File: src/rtl/vga_scan_engine_if.sv
// vga_scan_engine_if: output bundle of the VGA scan engine.
//   master : driven by vga_scan_engine (timing, counters, tiles, sync, pulses)
//   slave  : read by the colour/overlay logic
// Optional member frame_cnt exists only when VGA_SCAN_FRAME_CNT_EN is defined.
`timescale 1ns/1ps
interface vga_scan_engine_if;
  logic       pix_en;
  logic [9:0] x_pos;
  logic [9:0] y_pos;
  logic [5:0] tile_x;
  logic [5:0] tile_y;
  logic       video_on;
  logic       hsync;
  logic       vsync;
  logic       line_start;
  logic       frame_start;
`ifdef VGA_SCAN_FRAME_CNT_EN
  logic [15:0] frame_cnt;
`endif

  modport master (
    output pix_en, x_pos, y_pos, tile_x, tile_y, video_on, hsync, vsync,
           line_start, frame_start
`ifdef VGA_SCAN_FRAME_CNT_EN
    , output frame_cnt
`endif
  );

  modport slave (
    input pix_en, x_pos, y_pos, tile_x, tile_y, video_on, hsync, vsync,
          line_start, frame_start
`ifdef VGA_SCAN_FRAME_CNT_EN
    , input frame_cnt
`endif
  );
endinterface

File: src/rtl/vga_scan_engine.sv
// vga_scan_engine: single-clock parametrised VGA scan engine.
//   clk  : system clock
//   rst  : asynchronous active-high reset
//   vga  : vga_scan_engine_if.master -- pix_en strobe, x/y counters, tile coordinates,
//          delayed video_on/hsync/vsync, line_start/frame_start pulses
//          (and frame_cnt when VGA_SCAN_FRAME_CNT_EN is defined).
// A clock divider produces a one-clk pix_en every CLK_DIV clks; counters, tiles and the
// sync/blank delay line all advance on pix_en. hsync/vsync/video_on lag x_pos/y_pos by PIPE
// pixel ticks so a PIPE-stage colour pipeline lines up with them.
`timescale 1ns/1ps
module vga_scan_engine #(
  parameter int unsigned CLK_DIV   = 4,
  parameter int unsigned H_ACTIVE  = 640,
  parameter int unsigned H_FP      = 16,
  parameter int unsigned H_SYNC    = 96,
  parameter int unsigned H_BP      = 48,
  parameter int unsigned V_ACTIVE  = 480,
  parameter int unsigned V_FP      = 10,
  parameter int unsigned V_SYNC    = 2,
  parameter int unsigned V_BP      = 33,
  parameter bit          SYNC_POL  = 1'b0,
  parameter int unsigned TILE_LOG2 = 4,
  parameter int unsigned PIPE      = 2
) (
  input  logic              clk,
  input  logic              rst,
  vga_scan_engine_if.master vga
);

  localparam int unsigned HTotal  = H_ACTIVE + H_FP + H_SYNC + H_BP;
  localparam int unsigned VTotal  = V_ACTIVE + V_FP + V_SYNC + V_BP;
  localparam logic [3:0]  DivMax  = 4'(CLK_DIV - 1);
  localparam logic [9:0]  XMax    = 10'(HTotal - 1);
  localparam logic [9:0]  YMax    = 10'(VTotal - 1);
  localparam logic [10:0] HActive = 11'(H_ACTIVE);
  localparam logic [10:0] VActive = 11'(V_ACTIVE);
  localparam logic [10:0] HsStart = 11'(H_ACTIVE + H_FP);
  localparam logic [10:0] HsEnd   = 11'(H_ACTIVE + H_FP + H_SYNC);
  localparam logic [10:0] VsStart = 11'(V_ACTIVE + V_FP);
  localparam logic [10:0] VsEnd   = 11'(V_ACTIVE + V_FP + V_SYNC);
  localparam logic        Inactive = ~SYNC_POL;

  logic [3:0]  div_q, div_d;
  logic        pix_en_q;
  logic [9:0]  x_q, y_q, x_d, y_d;
  logic        x_wrap, y_wrap;
  logic        act_d, hs_d, vs_d;
  logic [5:0]  tile_x_q, tile_y_q, tile_x_d, tile_y_d;
  logic [PIPE:0] act_q, hs_q, vs_q;
  logic        line_start_q, frame_start_q;

  // Sync/blank terms are taken from the next counter values, so stage 0 of the delay line is
  // aligned with x_pos/y_pos and stage PIPE lags them by PIPE ticks.
  always_comb begin
    div_d    = (div_q == DivMax) ? 4'd0 : div_q + 4'd1;
    x_wrap   = (x_q == XMax);
    y_wrap   = (y_q == YMax);
    x_d      = x_wrap ? 10'd0 : x_q + 10'd1;
    y_d      = y_q;
    if (x_wrap) begin
      y_d = y_wrap ? 10'd0 : y_q + 10'd1;
    end
    act_d    = ({1'b0, x_d} < HActive) && ({1'b0, y_d} < VActive);
    hs_d     = ({1'b0, x_d} >= HsStart) && ({1'b0, x_d} < HsEnd);
    vs_d     = ({1'b0, y_d} >= VsStart) && ({1'b0, y_d} < VsEnd);
    tile_x_d = act_d ? 6'(x_d >> TILE_LOG2) : 6'd63;
    tile_y_d = act_d ? 6'(y_d >> TILE_LOG2) : 6'd63;
  end

  always_ff @(posedge clk or posedge rst) begin
    if (rst) begin
      div_q         <= '0;
      pix_en_q      <= 1'b0;
      x_q           <= '0;
      y_q           <= '0;
      tile_x_q      <= '0;
      tile_y_q      <= '0;
      act_q         <= '0;
      hs_q          <= {(PIPE + 1){Inactive}};
      vs_q          <= {(PIPE + 1){Inactive}};
      line_start_q  <= 1'b0;
      frame_start_q <= 1'b0;
    end else begin
      div_q         <= div_d;
      // Captured on the last divider count, so the first strobe follows CLK_DIV clks after
      // reset release; with CLK_DIV=1 it stays high.
      pix_en_q      <= (div_q == DivMax);
      line_start_q  <= 1'b0;
      frame_start_q <= 1'b0;
      if (pix_en_q) begin
        x_q           <= x_d;
        y_q           <= y_d;
        tile_x_q      <= tile_x_d;
        tile_y_q      <= tile_y_d;
        line_start_q  <= x_wrap;
        frame_start_q <= x_wrap && y_wrap;
        act_q[0]      <= act_d;
        hs_q[0]       <= hs_d ? SYNC_POL : Inactive;
        vs_q[0]       <= vs_d ? SYNC_POL : Inactive;
        for (int i = 1; i <= PIPE; i++) begin
          act_q[i] <= act_q[i-1];
          hs_q[i]  <= hs_q[i-1];
          vs_q[i]  <= vs_q[i-1];
        end
      end
    end
  end

`ifdef VGA_SCAN_FRAME_CNT_EN
  logic [15:0] frame_cnt_q;

  always_ff @(posedge clk or posedge rst) begin
    if (rst) begin
      frame_cnt_q <= '0;
    end else if (pix_en_q && x_wrap && y_wrap) begin
      frame_cnt_q <= frame_cnt_q + 16'd1;
    end
  end

  assign vga.frame_cnt = frame_cnt_q;
`endif

  assign vga.pix_en      = pix_en_q;
  assign vga.x_pos       = x_q;
  assign vga.y_pos       = y_q;
  assign vga.tile_x      = tile_x_q;
  assign vga.tile_y      = tile_y_q;
  assign vga.video_on    = act_q[PIPE];
  assign vga.hsync       = hs_q[PIPE];
  assign vga.vsync       = vs_q[PIPE];
  assign vga.line_start  = line_start_q;
  assign vga.frame_start = frame_start_q;

endmodule

File: src/flat_wrapper.sv
// flat-port wrapper written by rule: the top's interface ports become plain ports
module vga_scan_engine_flat 
#(
  parameter int unsigned CLK_DIV   = 4,
  parameter int unsigned H_ACTIVE  = 640,
  parameter int unsigned H_FP      = 16,
  parameter int unsigned H_SYNC    = 96,
  parameter int unsigned H_BP      = 48,
  parameter int unsigned V_ACTIVE  = 480,
  parameter int unsigned V_FP      = 10,
  parameter int unsigned V_SYNC    = 2,
  parameter int unsigned V_BP      = 33,
  parameter bit          SYNC_POL  = 1'b0,
  parameter int unsigned TILE_LOG2 = 4,
  parameter int unsigned PIPE      = 2
)
  (clk, rst, vga_pix_en, vga_x_pos, vga_y_pos, vga_tile_x, vga_tile_y, vga_video_on, vga_hsync, vga_vsync, vga_line_start, vga_frame_start);
  vga_scan_engine_if vga_i ();
  input  logic clk;
  input  logic rst;
  output wire logic [$bits(vga_i.pix_en)-1:0] vga_pix_en;
  output wire logic [$bits(vga_i.x_pos)-1:0] vga_x_pos;
  output wire logic [$bits(vga_i.y_pos)-1:0] vga_y_pos;
  output wire logic [$bits(vga_i.tile_x)-1:0] vga_tile_x;
  output wire logic [$bits(vga_i.tile_y)-1:0] vga_tile_y;
  output wire logic [$bits(vga_i.video_on)-1:0] vga_video_on;
  output wire logic [$bits(vga_i.hsync)-1:0] vga_hsync;
  output wire logic [$bits(vga_i.vsync)-1:0] vga_vsync;
  output wire logic [$bits(vga_i.line_start)-1:0] vga_line_start;
  output wire logic [$bits(vga_i.frame_start)-1:0] vga_frame_start;
  assign vga_pix_en = vga_i.pix_en;
  assign vga_x_pos = vga_i.x_pos;
  assign vga_y_pos = vga_i.y_pos;
  assign vga_tile_x = vga_i.tile_x;
  assign vga_tile_y = vga_i.tile_y;
  assign vga_video_on = vga_i.video_on;
  assign vga_hsync = vga_i.hsync;
  assign vga_vsync = vga_i.vsync;
  assign vga_line_start = vga_i.line_start;
  assign vga_frame_start = vga_i.frame_start;
  vga_scan_engine #(.CLK_DIV(CLK_DIV), .H_ACTIVE(H_ACTIVE), .H_FP(H_FP), .H_SYNC(H_SYNC), .H_BP(H_BP), .V_ACTIVE(V_ACTIVE), .V_FP(V_FP), .V_SYNC(V_SYNC), .V_BP(V_BP), .SYNC_POL(SYNC_POL), .TILE_LOG2(TILE_LOG2), .PIPE(PIPE)) u_core (.clk(clk), .rst(rst), .vga(vga_i));
endmodule
File: config.mk
export PLATFORM = sky130hd
export DESIGN_NAME = vga_scan_engine_flat
export DESIGN_NICKNAME = d
export VERILOG_FILES = /design/src/rtl/vga_scan_engine_if.sv /design/src/rtl/vga_scan_engine.sv /design/src/flat_wrapper.sv
export SDC_FILE = /design/constraint.sdc
export NUM_CORES = 1
export LEC_CHECK = 0
export ABC_AREA = 1
export CORE_MARGIN = 2
export CORE_UTILIZATION = 48
export CTS_CLUSTER_SIZE = 25
export DETAILED_ROUTE_END_ITERATION = 16
export PLACE_DENSITY = 0.76
export SYNTH_ARGS = -nofsm -noshare
export SYNTH_HDL_FRONTEND = slang
export SYNTH_SLANG_ARGS = --single-unit
export TNS_END_PERCENT = 10
File: constraint.sdc
create_clock -name clk -period 1.8 [get_ports clk]
set_input_delay 0.45 -clock clk [delete_from_list [all_inputs] [get_ports clk]]
set_output_delay 0.45 -clock clk [all_outputs]
set_load 0.05 [all_outputs]
==> impl_metrics.tcl <==
set metrics [dict create \
    synth_top_family_by_area "simple AND/OR/NAND/NOR gates" \
    cap_violations 0 \
    drive_gt1_frac 0.384 \
    std_cell_rows 26 \
    timing.final.crit_share 1.02 \
    yosysSeqAreaShare 0.476 \
    cp-end-kind "flip-flop" \
    clock_skew_ns 0.00442 \
    syn_nets 315 \
    io_pins 40 \
    viasPerCell 5.23 \
    power.density_nw_per_um2 501 \
    cp_top_family "simple AND/OR/NAND/NOR gates" \
    place_congestion 0.886 \
    hold_path.class "reg -> reg" \
    tightest_slew_ns 0.313 \
    clk_latency_ns 0.30 \
    dp_hpwl_mm 4.44 \
    cts_buffers 5 \
    ys_ff_latch 48 \
    setup_viol_count_final 9 \
    criticalPathCategory "reg -> reg" \
    vias 2436 \
    period_minus_slack_ns 1.84 \
    synth_xor_area_frac 0.0172 \
    core_area_um2 5110 \
    grt_pass1_wl_mm 10.4 \
    final_hold_viol_count 0 \
    worstPathCellList "ha_4 -> nand2_4 -> nor2_4 -> nand3_4 -> buf_4 -> nand2_4 -> inv_2 -> a21oi_4 -> nand2_4 -> nor2_8 -> inv_1 -> nor2_2 -> nor2_1" \
    port-buffer-count 39 \
    start_util 0.498 \
    crit_top_cell "nand2_4" \
    synthAdderAreaFrac 0.0197 \
    muxShareOfSynthArea 0 \
    grt_max_degree 49 \
    slew_viol_final 0 \
    critPathBufInv 3 \
    die_area_um2 5890 \
    synth_flop_cell "dfrtp_1" \
    status "finished with violations" \
    power.static_leakage_nw 1.76 \
    routed_wl_mm 6.53 \
    placedCellCount 451 \
    worstPathRequired_ns 2.04 \
    die_h_um 76.8 \
    drtIter0Drc 295 \
    yosys.area.top_type "dfrtp_1" \
    cts_buffer_depth 2 \
    syn-cell-area_um2 2540 \
    p_total_mw 1.79 \
    ant_nets 0 \
    ir_drop_uv 599 \
    clk_pin_slew_worst_paths_ns 0.09 \
    cpMaxStageDelayCell "dfrtp_2" \
    fmax_mhz 542 \
    tritoncts "built" \
    finalWorstSetupSlack_ns -0.0435 \
    syn_avg_cell_area_um2 8.22 \
    synthToLayoutAreaGrowth_pct 40.8 \
    grt_pass1_vias 2191 \
    antenna_found_initial 0 \
    layoutNonFillerInstCount 466 \
    final_cell_mix "82 x nand2_1, 71 x buf_4, 33 x inv_1, 33 x dfrtp_1, 31 x nor2_1" \
    slowest_delay_ns 0.39 \
    slew_headroom 0.790 \
    synth-edff-count 0 \
    synth.area.top_cells "dfrtp_1 41%, nand2_1 13%, dfstp_2 6.2%" \
    cp.arrival_ns 2.08 \
    synth_cell_types 31 \
    synthSimpleGateAreaFrac 0.311 \
    first_pass_iters 5 \
    cts_hold_buf 0 \
    layout_commonest_cell "nand2_1" \
    violations "negative setup slack" \
    h-tree-depth 2 \
    worst-path-max-fanout 8 \
    ys_warn_count 0 \
    cts-root-buf "clkbuf_8" \
    syn_inst 309 \
    drc 0 \
    n_antenna_cell 0 \
    rsz0062_at_grt "true" \
    synth_compound_area_frac 0.108 \
    synth.top_cell.area_share 0.414 \
    overflow 0 \
    cts_sinks 48 \
    cp-start-kind "flip-flop" \
    die_w_um 76.8 \
    ys_async_sr_fraction 1.00 \
    grt_use_total 0.220 \
    post_drt_wl_per_cell_um 14.0 \
    nNetsFinal 401 \
]
==> power by group <==
part           switching, mW  total (mW)  leakage [nW]  internal (mW)
logic                 0.0209      0.0276          1.11        0.00672
registers                  0        1.08         0.608           1.08
clock network          0.375       0.687        0.0434          0.311
total                  0.396        1.79          1.76           1.40
==> per-layer routing <==
layer / wire length [um] / track usage
met1: 2910 / 0.309
met4: 129 / 0.0691
met3: 393 / 0.0353
met2: 3100 / 0.350
met5: 0 / 0
==> stage by stage <==
stage          cell area [um2]  setup TNS, ns  setup WS [ns]  hold slack, ns   util
2_1_floorplan             2560          -1.69         -0.157           0.433      -
3_3_place_gp              3360         -0.155        -0.0183           0.450  0.659
3_5_place_dp              3360         -0.596        -0.0713           0.461  0.659
4_1_cts                   3540              0       0.000675           0.473  0.693
5_1_grt                   3580          -1.15         -0.117           0.483  0.701
6_report                  3580         -0.231        -0.0435           0.468  0.701
==> logic make-up (layout without fill, tap and decap cells) <==
kind of cell / Yosys count / in the layout
AO/OA/AOI/OAI: 42 / 42
XOR/XNOR: 5 / 5
adder cells (fa/ha/maj): 4 / 4
buffers and inverters: 44 / 130
flip-flops: 48 / 48
AND/OR/NAND/NOR: 166 / 167
==> final timing paths <==
check	from	depth (start not counted)	slack [ns]	end
worst min-delay path	u_core.div_q[0]$_DFF_PP0_	1	0.47	u_core.div_q[0]$_DFF_PP0_
max in group asynchronous	rst	3	1.03	u_core.vs_q[1]$_DFFE_PP1P_
worst min register to register	u_core.div_q[0]$_DFF_PP0_	1	0.47	u_core.div_q[0]$_DFF_PP0_
min in group asynchronous	rst	3	0.50	u_core.vga.x_pos[0]$_DFFE_PP0P_
worst max register to register	u_core.vga.x_pos[1]$_DFFE_PP0P_	13	-0.04	u_core.vs_q[0]$_DFFE_PP1P_
worst max-delay path	u_core.vga.x_pos[1]$_DFFE_PP0P_	13	-0.04	u_core.vs_q[0]$_DFFE_PP1P_
==> state kept, by name, indices dropped and copies added, names as in the netlist <==
signal,flops
u_core.vga.y_pos,10
u_core.vga.line_start,1
u_core.hs_q,3
u_core.act_q,3
u_core.vs_q,3
u_core.vga.x_pos,10
u_core.vga.tile_x,6
u_core.vga.frame_start,1
u_core.vga.tile_y,6
u_core.div_q,4
u_core.vga.pix_en,1
==> area by class of cell <==
cell class | instances | area [um2]
Multi-Input combinational cell | 218 | 1240
Clock buffer | 6 | 82.6
Clock inverter | 2 | 15.0
Inverter | 37 | 139
Timing Repair Buffer | 85 | 795
Tap cell | 70 | 87.6
Fill cell | 374 | 1530
Sequential cell | 48 | 1220
==> cell usage after synthesis, drive strengths merged (2+ instances only) <==
cell and count:
nand4 4, nand3 24, buf 2, or2 2, o21bai 4, dfrtp 42, clkbuf 5, nand2 89
nor3 3, xor2 3, a21oi 15, nor2 43, o21ai 22, xnor2 2, dfstp 6, ha 4
inv 36
==> repair_timing <==
| action | CTS | global route |
|---|---|---|
| pin swaps | 8 | 9 |
| gates resized for setup | 10 | 8 |
| setup endpoints to repair | 12 | 14 |
| setup buffers | 3 | 3 |
| gates cloned | 1 | 0 |
No activity file was read; power rests on OpenSTA's default activity.
